### src/rtl/note_track_judge.sv
// note_track_judge
//   One falling note row for the rhythm game. A row of up to LANES notes
//   moves down the screen one STEP_PX step every STEP_DIV clocks. The module
//   drives per-lane sprite enables for the pixel mux and judges key presses
//   against a hit window on the note centre row. It emits one-cycle
//   hit/miss/wrap pulses and keeps a saturating score and streak.
// Ports
//   CLOCK_25       in   pixel/system clock
//   reset          in   synchronous, active-high
//   start          in   1-cycle pulse: load command_in/y_ini_pos, begin falling
//   pause          in   freeze step counter and y_pos (judging stays live)
//   command_in     in   next note pattern, bit i = lane i has a note
//   y_ini_pos      in   start row used by start/reset
//   keys           in   synchronised key levels, 1 = pressed
//   next_x/next_y  in   pixel coordinate being drawn
//   command_out    out  latched active pattern
//   y_pos          out  note centre row
//   sprite_pattern out  lane pixel enables for next_x/next_y
//   hit_pulse      out  correct press inside the window
//   miss_pulse     out  wrong press, or note left the window unjudged
//   wrap_pulse     out  note wrapped to the top; new pattern latched
//   score          out  hit count, saturating
//   streak         out  consecutive hits, saturating, cleared by a miss
module note_track_judge #(
  parameter int LANES     = 4,
  parameter int SCREEN_W  = 640,
  parameter int SCREEN_H  = 480,
  parameter int NOTE_H    = 32,
  parameter int STEP_DIV  = 800000,
  parameter int STEP_PX   = 1,
  parameter int HIT_Y_MIN = 412,
  parameter int HIT_Y_MAX = 460,
  parameter int SCORE_W   = 16
) (
  input  logic               CLOCK_25,
  input  logic               reset,
  input  logic               start,
  input  logic               pause,
  input  logic [LANES-1:0]   command_in,
  input  logic [9:0]         y_ini_pos,
  input  logic [LANES-1:0]   keys,
  input  logic [9:0]         next_x,
  input  logic [9:0]         next_y,
  output logic [LANES-1:0]   command_out,
  output logic [9:0]         y_pos,
  output logic [LANES-1:0]   sprite_pattern,
  output logic               hit_pulse,
  output logic               miss_pulse,
  output logic               wrap_pulse,
  output logic [SCORE_W-1:0] score,
  output logic [SCORE_W-1:0] streak
);

  localparam int CNT_W = (STEP_DIV > 1) ? $clog2(STEP_DIV) : 1;
  localparam int LANE_W = SCREEN_W / LANES;
  localparam logic [CNT_W-1:0] L_CNT_LAST = CNT_W'(STEP_DIV - 1);
  localparam logic [9:0] L_SCREEN_H = 10'(SCREEN_H);
  localparam logic [9:0] L_STEP_PX  = 10'(STEP_PX);
  localparam logic [9:0] L_HIT_MIN  = 10'(HIT_Y_MIN);
  localparam logic [9:0] L_HIT_MAX  = 10'(HIT_Y_MAX);
  localparam logic [10:0] L_HALF    = 11'(NOTE_H / 2);

  typedef enum logic {S_IDLE = 1'b0, S_FALL = 1'b1} state_t;

  state_t r_state, w_state_next;

  logic [CNT_W-1:0]   r_cnt;
  logic [9:0]         r_y;
  logic [LANES-1:0]   r_cmd;
  logic               r_judged;
  logic               r_hidden;
  logic [LANES-1:0]   r_keys_q;
  logic               r_hit, r_miss, r_wrap;
  logic [SCORE_W-1:0] r_score, r_streak;

  logic       w_fall, w_step, w_wrap, w_in_win, w_armed, w_attempt, w_match, w_exit;
  logic       w_hit, w_miss;
  logic [9:0] w_y_inc;
  logic [10:0] w_x11, w_ny11, w_y11;
  logic       w_y_ok;
  logic [LANES-1:0] w_sprite;

  function automatic logic [SCORE_W-1:0] sat_inc(input logic [SCORE_W-1:0] v);
    return (v == '1) ? v : v + 1'b1;
  endfunction

  always_ff @(posedge CLOCK_25) begin
    if (reset) r_state <= S_IDLE;
    else       r_state <= w_state_next;
  end

  // IDLE leaves only on start; FALL is left only through reset.
  always_comb begin
    w_state_next = r_state;
    if (r_state == S_IDLE && start) w_state_next = S_FALL;
  end

  // A start in the same cycle takes precedence: it reloads the row, so the
  // step timer and the judge are both held off for that cycle.
  assign w_fall    = (r_state == S_FALL);
  assign w_step    = w_fall && !start && !pause && (r_cnt == L_CNT_LAST);
  assign w_wrap    = w_step && (r_y >= L_SCREEN_H);
  assign w_y_inc   = r_y + L_STEP_PX;
  assign w_in_win  = (r_y >= L_HIT_MIN) && (r_y <= L_HIT_MAX);
  assign w_armed   = w_fall && !start && !r_judged && (r_cmd != '0);
  assign w_attempt = w_armed && w_in_win && (|(keys & ~r_keys_q));
  assign w_match   = (keys == r_cmd);
  // Window-exit miss is suppressed when an attempt judges the note this cycle.
  assign w_exit    = w_armed && !w_attempt && w_step && !w_wrap &&
                     (r_y <= L_HIT_MAX) && (w_y_inc > L_HIT_MAX);
  assign w_hit     = w_attempt && w_match;
  assign w_miss    = (w_attempt && !w_match) || w_exit;

  always_ff @(posedge CLOCK_25) begin
    if (reset) begin
      r_cnt    <= '0;
      r_y      <= y_ini_pos;
      r_cmd    <= '0;
      r_judged <= 1'b0;
      r_hidden <= 1'b0;
      r_keys_q <= '0;
      r_hit    <= 1'b0;
      r_miss   <= 1'b0;
      r_wrap   <= 1'b0;
      r_score  <= '0;
      r_streak <= '0;
    end else begin
      r_keys_q <= keys;
      r_hit    <= w_hit;
      r_miss   <= w_miss;
      r_wrap   <= w_wrap;
      if (start) begin
        r_cnt    <= '0;
        r_y      <= y_ini_pos;
        r_cmd    <= command_in;
        r_judged <= 1'b0;
        r_hidden <= 1'b0;
      end else if (w_fall) begin
        if (!pause) r_cnt <= w_step ? '0 : r_cnt + 1'b1;
        if (w_wrap) begin
          r_y      <= '0;
          r_cmd    <= command_in;
          r_judged <= 1'b0;
          r_hidden <= 1'b0;
        end else begin
          if (w_step) r_y <= w_y_inc;
          if (w_attempt || w_exit) r_judged <= 1'b1;
          if (w_hit) r_hidden <= 1'b1;
        end
      end
      if (w_hit) begin
        r_score  <= sat_inc(r_score);
        r_streak <= sat_inc(r_streak);
      end else if (w_miss) begin
        r_streak <= '0;
      end
    end
  end

  // Vertical test in 11 bits so rows near the top never underflow.
  assign w_x11  = {1'b0, next_x};
  assign w_ny11 = {1'b0, next_y};
  assign w_y11  = {1'b0, r_y};
  assign w_y_ok = ((w_ny11 + L_HALF) >= w_y11) && (w_ny11 < (w_y11 + L_HALF));

  always_comb begin
    w_sprite = '0;
    for (int i = 0; i < LANES; i++) begin
      w_sprite[i] = w_fall && r_cmd[i] && !r_hidden && w_y_ok &&
                    (w_x11 >= 11'(i * LANE_W)) && (w_x11 < 11'((i + 1) * LANE_W));
    end
  end

  assign command_out    = r_cmd;
  assign y_pos          = r_y;
  assign sprite_pattern = w_sprite;
  assign hit_pulse      = r_hit;
  assign miss_pulse     = r_miss;
  assign wrap_pulse     = r_wrap;
  assign score          = r_score;
  assign streak         = r_streak;

endmodule

### config.mk
export PLATFORM = sky130hd
export DESIGN_NAME = note_track_judge
export DESIGN_NICKNAME = d
export VERILOG_FILES = /design/src/rtl/note_track_judge.sv
export SDC_FILE = /design/constraint.sdc
export NUM_CORES = 1
export LEC_CHECK = 0
export ABC_CLOCK_PERIOD_IN_PS = 2900
export CAP_MARGIN = 20
export CELL_PAD_IN_SITES_DETAIL_PLACEMENT = 1
export CELL_PAD_IN_SITES_GLOBAL_PLACEMENT = 2
export CORE_UTILIZATION = 27
export DETAILED_ROUTE_END_ITERATION = 12
export PLACE_DENSITY_LB_ADDON = 0.1
export SKIP_LAST_GASP = 1
export SLEW_MARGIN = 30
export SYNTH_ARGS = -nofsm -noshare
export SYNTH_HDL_FRONTEND = slang
export SYNTH_SLANG_ARGS = --single-unit
export TNS_END_PERCENT = 20
### constraint.sdc
create_clock -name CLOCK_25 -period 2.9 [get_ports CLOCK_25]
set_input_delay 0.58 -clock CLOCK_25 [delete_from_list [all_inputs] [get_ports CLOCK_25]]
set_output_delay 0.58 -clock CLOCK_25 [all_outputs]
set_load 0.1 [all_outputs]
==> impl_metrics.xml <==
<?xml version="1.0" encoding="UTF-8"?>
<metrics>
  <group name="critical_path">
    <metric name="r2r_setup_slack" unit="ps">30</metric>
    <metric name="timing.critical_path.cells" unit="">ha_2 -&gt; nand3_4 -&gt; xnor2_2 -&gt; ha_4 -&gt; a21o_1 -&gt; nand2_1 -&gt; a21oi_2 -&gt; a2111oi_4 -&gt; o311ai_4 -&gt; buf_6 -&gt; nor2_4 -&gt; buf_12</metric>
    <metric name="critical_path.max_fanout" unit="">4</metric>
    <metric name="required_time_worst_endpoint" unit="ps">2320</metric>
    <metric name="cp-start-kind" unit="">flop</metric>
    <metric name="worstReg2RegStart" unit="">y_pos[4]</metric>
    <metric name="max_stage_delay" unit="ps">440</metric>
    <metric name="worst-endpoint-arrival" unit="ps">2740</metric>
    <metric name="worst-path-stages" unit="">12</metric>
    <metric name="timing_worst_setup_path_type" unit="">reg -&gt; out</metric>
    <metric name="crit_buf_inv" unit="">2</metric>
    <metric name="rr_worst_depth" unit="">12</metric>
    <metric name="cpMaxStageDelayCell" unit="">edfxtp_1</metric>
    <metric name="r2r_end" unit="">streak[9]</metric>
    <metric name="crit_path_end_kind" unit="">output port</metric>
    <metric name="cell_family_contributing_the_most_delay_on_the_critical_path" unit="">compound AO/OA/AOI/OAI gates</metric>
  </group>
  <group name="outcome">
    <metric name="status" unit="">finished, violations left</metric>
    <metric name="violations" unit="">negative setup slack</metric>
  </group>
  <group name="sta">
    <metric name="timing.final.hold_violations" unit="">0</metric>
    <metric name="slew-limit-headroom" unit="%">66.3</metric>
    <metric name="post-route-worst-setup-slack" unit="ps">-415</metric>
    <metric name="fmaxAchievable" unit="MHz">302</metric>
    <metric name="setup_violations" unit="">4</metric>
    <metric name="layout_worst_path_cycle_share" unit="%">114</metric>
    <metric name="post-route-min-period" unit="ps">3320</metric>
    <metric name="finClkSkew" unit="ps">8.12</metric>
    <metric name="final.hold.worst_slack" unit="ps">446</metric>
    <metric name="timing.final.max_slew_violations" unit="">0</metric>
    <metric name="finalSetupTns" unit="ps">-1560</metric>
    <metric name="worstMarginPinSlew" unit="ps">505</metric>
    <metric name="rsz0062_at_grt" unit="">true</metric>
  </group>
  <group name="placed_design">
    <metric name="placed_area" unit="mm^2">0.00590</metric>
    <metric name="detailed_place_hpwl" unit="mm">10.9</metric>
    <metric name="port_buffers" unit="">89</metric>
    <metric name="gpl_congestion" unit="">0.756</metric>
  </group>
  <group name="clock_tree">
    <metric name="clock_latency" unit="ps">340</metric>
    <metric name="post_cts_hold_buffer_count" unit="">0</metric>
    <metric name="max-clock-path-buffers" unit="">2</metric>
    <metric name="cts_htree_levels" unit="">3</metric>
    <metric name="cts.sink_count" unit="">76</metric>
    <metric name="clock_tree.root_cell" unit="">clkbuf_16</metric>
    <metric name="clk_transition_reported_paths" unit="ps">60</metric>
    <metric name="post_cts_buffers" unit="">0</metric>
    <metric name="cts_made_buffers" unit="">9</metric>
    <metric name="tritoncts_clock_tree" unit="">built</metric>
  </group>
  <group name="grt">
    <metric name="grt_first_pass_wirelength" unit="mm">23.1</metric>
    <metric name="grt_max_degree" unit="">45</metric>
    <metric name="grt_util_all_layers" unit="%">17.5</metric>
    <metric name="antenna_found_initial" unit="">0</metric>
    <metric name="vias_in_the_first_global_route" unit="">4580</metric>
    <metric name="grt_overflow" unit="">0</metric>
  </group>
  <group name="drt">
    <metric name="finalWirelength" unit="mm">14.3</metric>
    <metric name="drc" unit="">0</metric>
    <metric name="num_vias" unit="">4333</metric>
    <metric name="drt-pass1-iter-count" unit="">4</metric>
    <metric name="average_wire_per_standard_cell" unit="um">16.2</metric>
    <metric name="final_ant_viol_nets" unit="">0</metric>
    <metric name="drt_iter0_drc" unit="">129</metric>
    <metric name="detail_route.vias_per_cell" unit="">4.92</metric>
  </group>
  <group name="final_layout">
    <metric name="mostFrequentLayoutCell" unit="">buf_4</metric>
    <metric name="diodes" unit="">0</metric>
    <metric name="layout_common_cells" unit="">buf_4 (92), dfxtp_1 (66), nor2_1 (65), nand2_1 (39), nand3_1 (34)</metric>
    <metric name="design_area" unit="mm^2">0.00625</metric>
    <metric name="drive_above_1_share" unit="%">22.0</metric>
    <metric name="flow.area_growth_from_synthesis" unit="%">40.3</metric>
    <metric name="num-nets-final" unit="">727</metric>
  </group>
  <group name="hold_path">
    <metric name="worst_hold_startpoint" unit="">r_judged</metric>
    <metric name="hold_path_end" unit="">r_judged</metric>
    <metric name="min_delay_path_depth" unit="">2</metric>
    <metric name="hold_path.class" unit="">reg -&gt; reg</metric>
  </group>
  <group name="flow_run">
    <metric name="drv_cap" unit="">0</metric>
  </group>
  <group name="floorplan">
    <metric name="fp.coreArea" unit="mm^2">0.0160</metric>
    <metric name="floorplan.rows" unit="">46</metric>
    <metric name="floorplan.initialDensity" unit="%">27.8</metric>
    <metric name="die-width" unit="um">130</metric>
    <metric name="i_o_pins" unit="">95</metric>
    <metric name="die_y" unit="um">130</metric>
    <metric name="floorplan.die_area" unit="mm^2">0.0170</metric>
  </group>
  <group name="yosys">
    <metric name="synthesis.instances" unit="">535</metric>
    <metric name="netlist-cell-type-count" unit="">61</metric>
    <metric name="synth_ff_type" unit="">dfxtp_1</metric>
    <metric name="post_synthesis_sequential_element_count" unit="">76</metric>
    <metric name="synth-edff-count" unit="">10</metric>
    <metric name="yosys_warnings" unit="">0</metric>
    <metric name="synth_area" unit="mm^2">0.00445</metric>
    <metric name="yosysSeqAreaShare" unit="%">36.4</metric>
    <metric name="async_flop_share" unit="%">0</metric>
    <metric name="synth.avg_cell_area" unit="um^2">8.32</metric>
    <metric name="syn-num-nets" unit="">603</metric>
  </group>
  <group name="power_and_ir_drop">
    <metric name="worst_ir_drop_vdd" unit="mV">0.207</metric>
    <metric name="power.static_leakage" unit="uW">0.00242</metric>
    <metric name="cellPowerDensity" unit="mW/mm^2">443</metric>
    <metric name="final_total_power" unit="uW">2770</metric>
  </group>
</metrics>
==> state kept, by name (all words and copies together), names as in the netlist <==
| register | cells |
|---|---|
| streak | 16 |
| r_hidden | 1 |
| score | 16 |
| r_keys_q | 4 |
| command_out | 4 |
| wrap_pulse | 1 |
| hit_pulse | 1 |
| r_judged | 1 |
| miss_pulse | 1 |
| r_state | 1 |
| y_pos | 10 |
| r_cnt | 20 |
==> metrics by stage <==
step	setup WS (ps)	utilization, %	instances
4_1_cts	-468	38.8	880
2_1_floorplan	-1480	-	535
6_report	-415	39.1	880
3_5_place_dp	-753	36.9	864
3_3_place_gp	-717	36.9	864
5_1_grt	-550	39.1	880
==> worst max path at each step <==
stage               slack [ps]           endpoint       from
global route              -550  sprite_pattern[3]   y_pos[5]
floorplan                -1480  sprite_pattern[1]   y_pos[4]
global placement          -720  sprite_pattern[1]  next_y[4]
CTS                       -470  sprite_pattern[0]   y_pos[5]
detailed placement        -750  sprite_pattern[1]  next_y[4]
finish                    -420  sprite_pattern[0]   y_pos[5]
==> tightest hold or removal path: cells and delay by family, from the launching register on <==
kind | cells | cell delay, ps
flip-flops | 1 | 310
buffers and inverters | 1 | 50
AO/OA/AOI/OAI | 1 | 50
==> area by class of cell <==
| type | count | area, um^2 |
|---|---|---|
| fillers | 1946 | 9750 |
| multi-input cells | 415 | 2810 |
| inverters | 21 | 78.8 |
| flip-flops and latches | 76 | 1620 |
| well taps | 216 | 270 |
| clock buffers | 13 | 250 |
| repair buffers | 136 | 1200 |
| clock inverters | 3 | 21.3 |
==> layer usage <==
layer	share of wire (%)	track usage [%]	vias up
met4	1.3	5.48	0
met1	45	20.7	2095
li1	-	-	2166
met5	0	0	-
met2	51	32.0	59
met3	3.1	3.09	13
==> cell families (layout without fill, tap and decap cells) <==
logic type,after synthesis,after routing,synth area share (%)
simple gates,237,237,27.5
xor+xnor,47,47,9.24
compound gates,99,99,14.0
mux,6,6,1.38
flops,76,76,36.4
buf+inv,44,173,4.07
fa+ha+maj,26,26,7.31
==> cells in the mapped netlist, drive strengths merged, types with 11 or more instances <==
master / instances / share of area (%)
a21oi: 34 / 3.9
clkbuf: 14 / 1.2
dfxtp: 66 / 30
ha: 26 / 7.3
inv: 21 / 1.8
nand2: 39 / 3.3
nand3: 36 / 4.0
nand4: 14 / 2.0
nor2: 67 / 5.6
nor3: 11 / 1.3
o21ai: 31 / 3.5
xnor2: 34 / 6.7
xor2: 13 / 2.6
==> power breakdown <==
part / internal, uW / total [uW] / leakage [uW] / switching, uW
sequential: 1090 / 1120 / 0.000637 / 23.8
clock: 606 / 1050 / 0.000130 / 440
combinational: 239 / 606 / 0.00165 / 367
==> repair_timing <==
| item | 4_1_cts | 5_1_grt |
|---|---|---|
| setup endpoints to repair | 4 | 14 |
| gates resized for setup | 15 | 6 |
| pin swaps | 12 | 0 |
(Power assumes the default switching activity.)
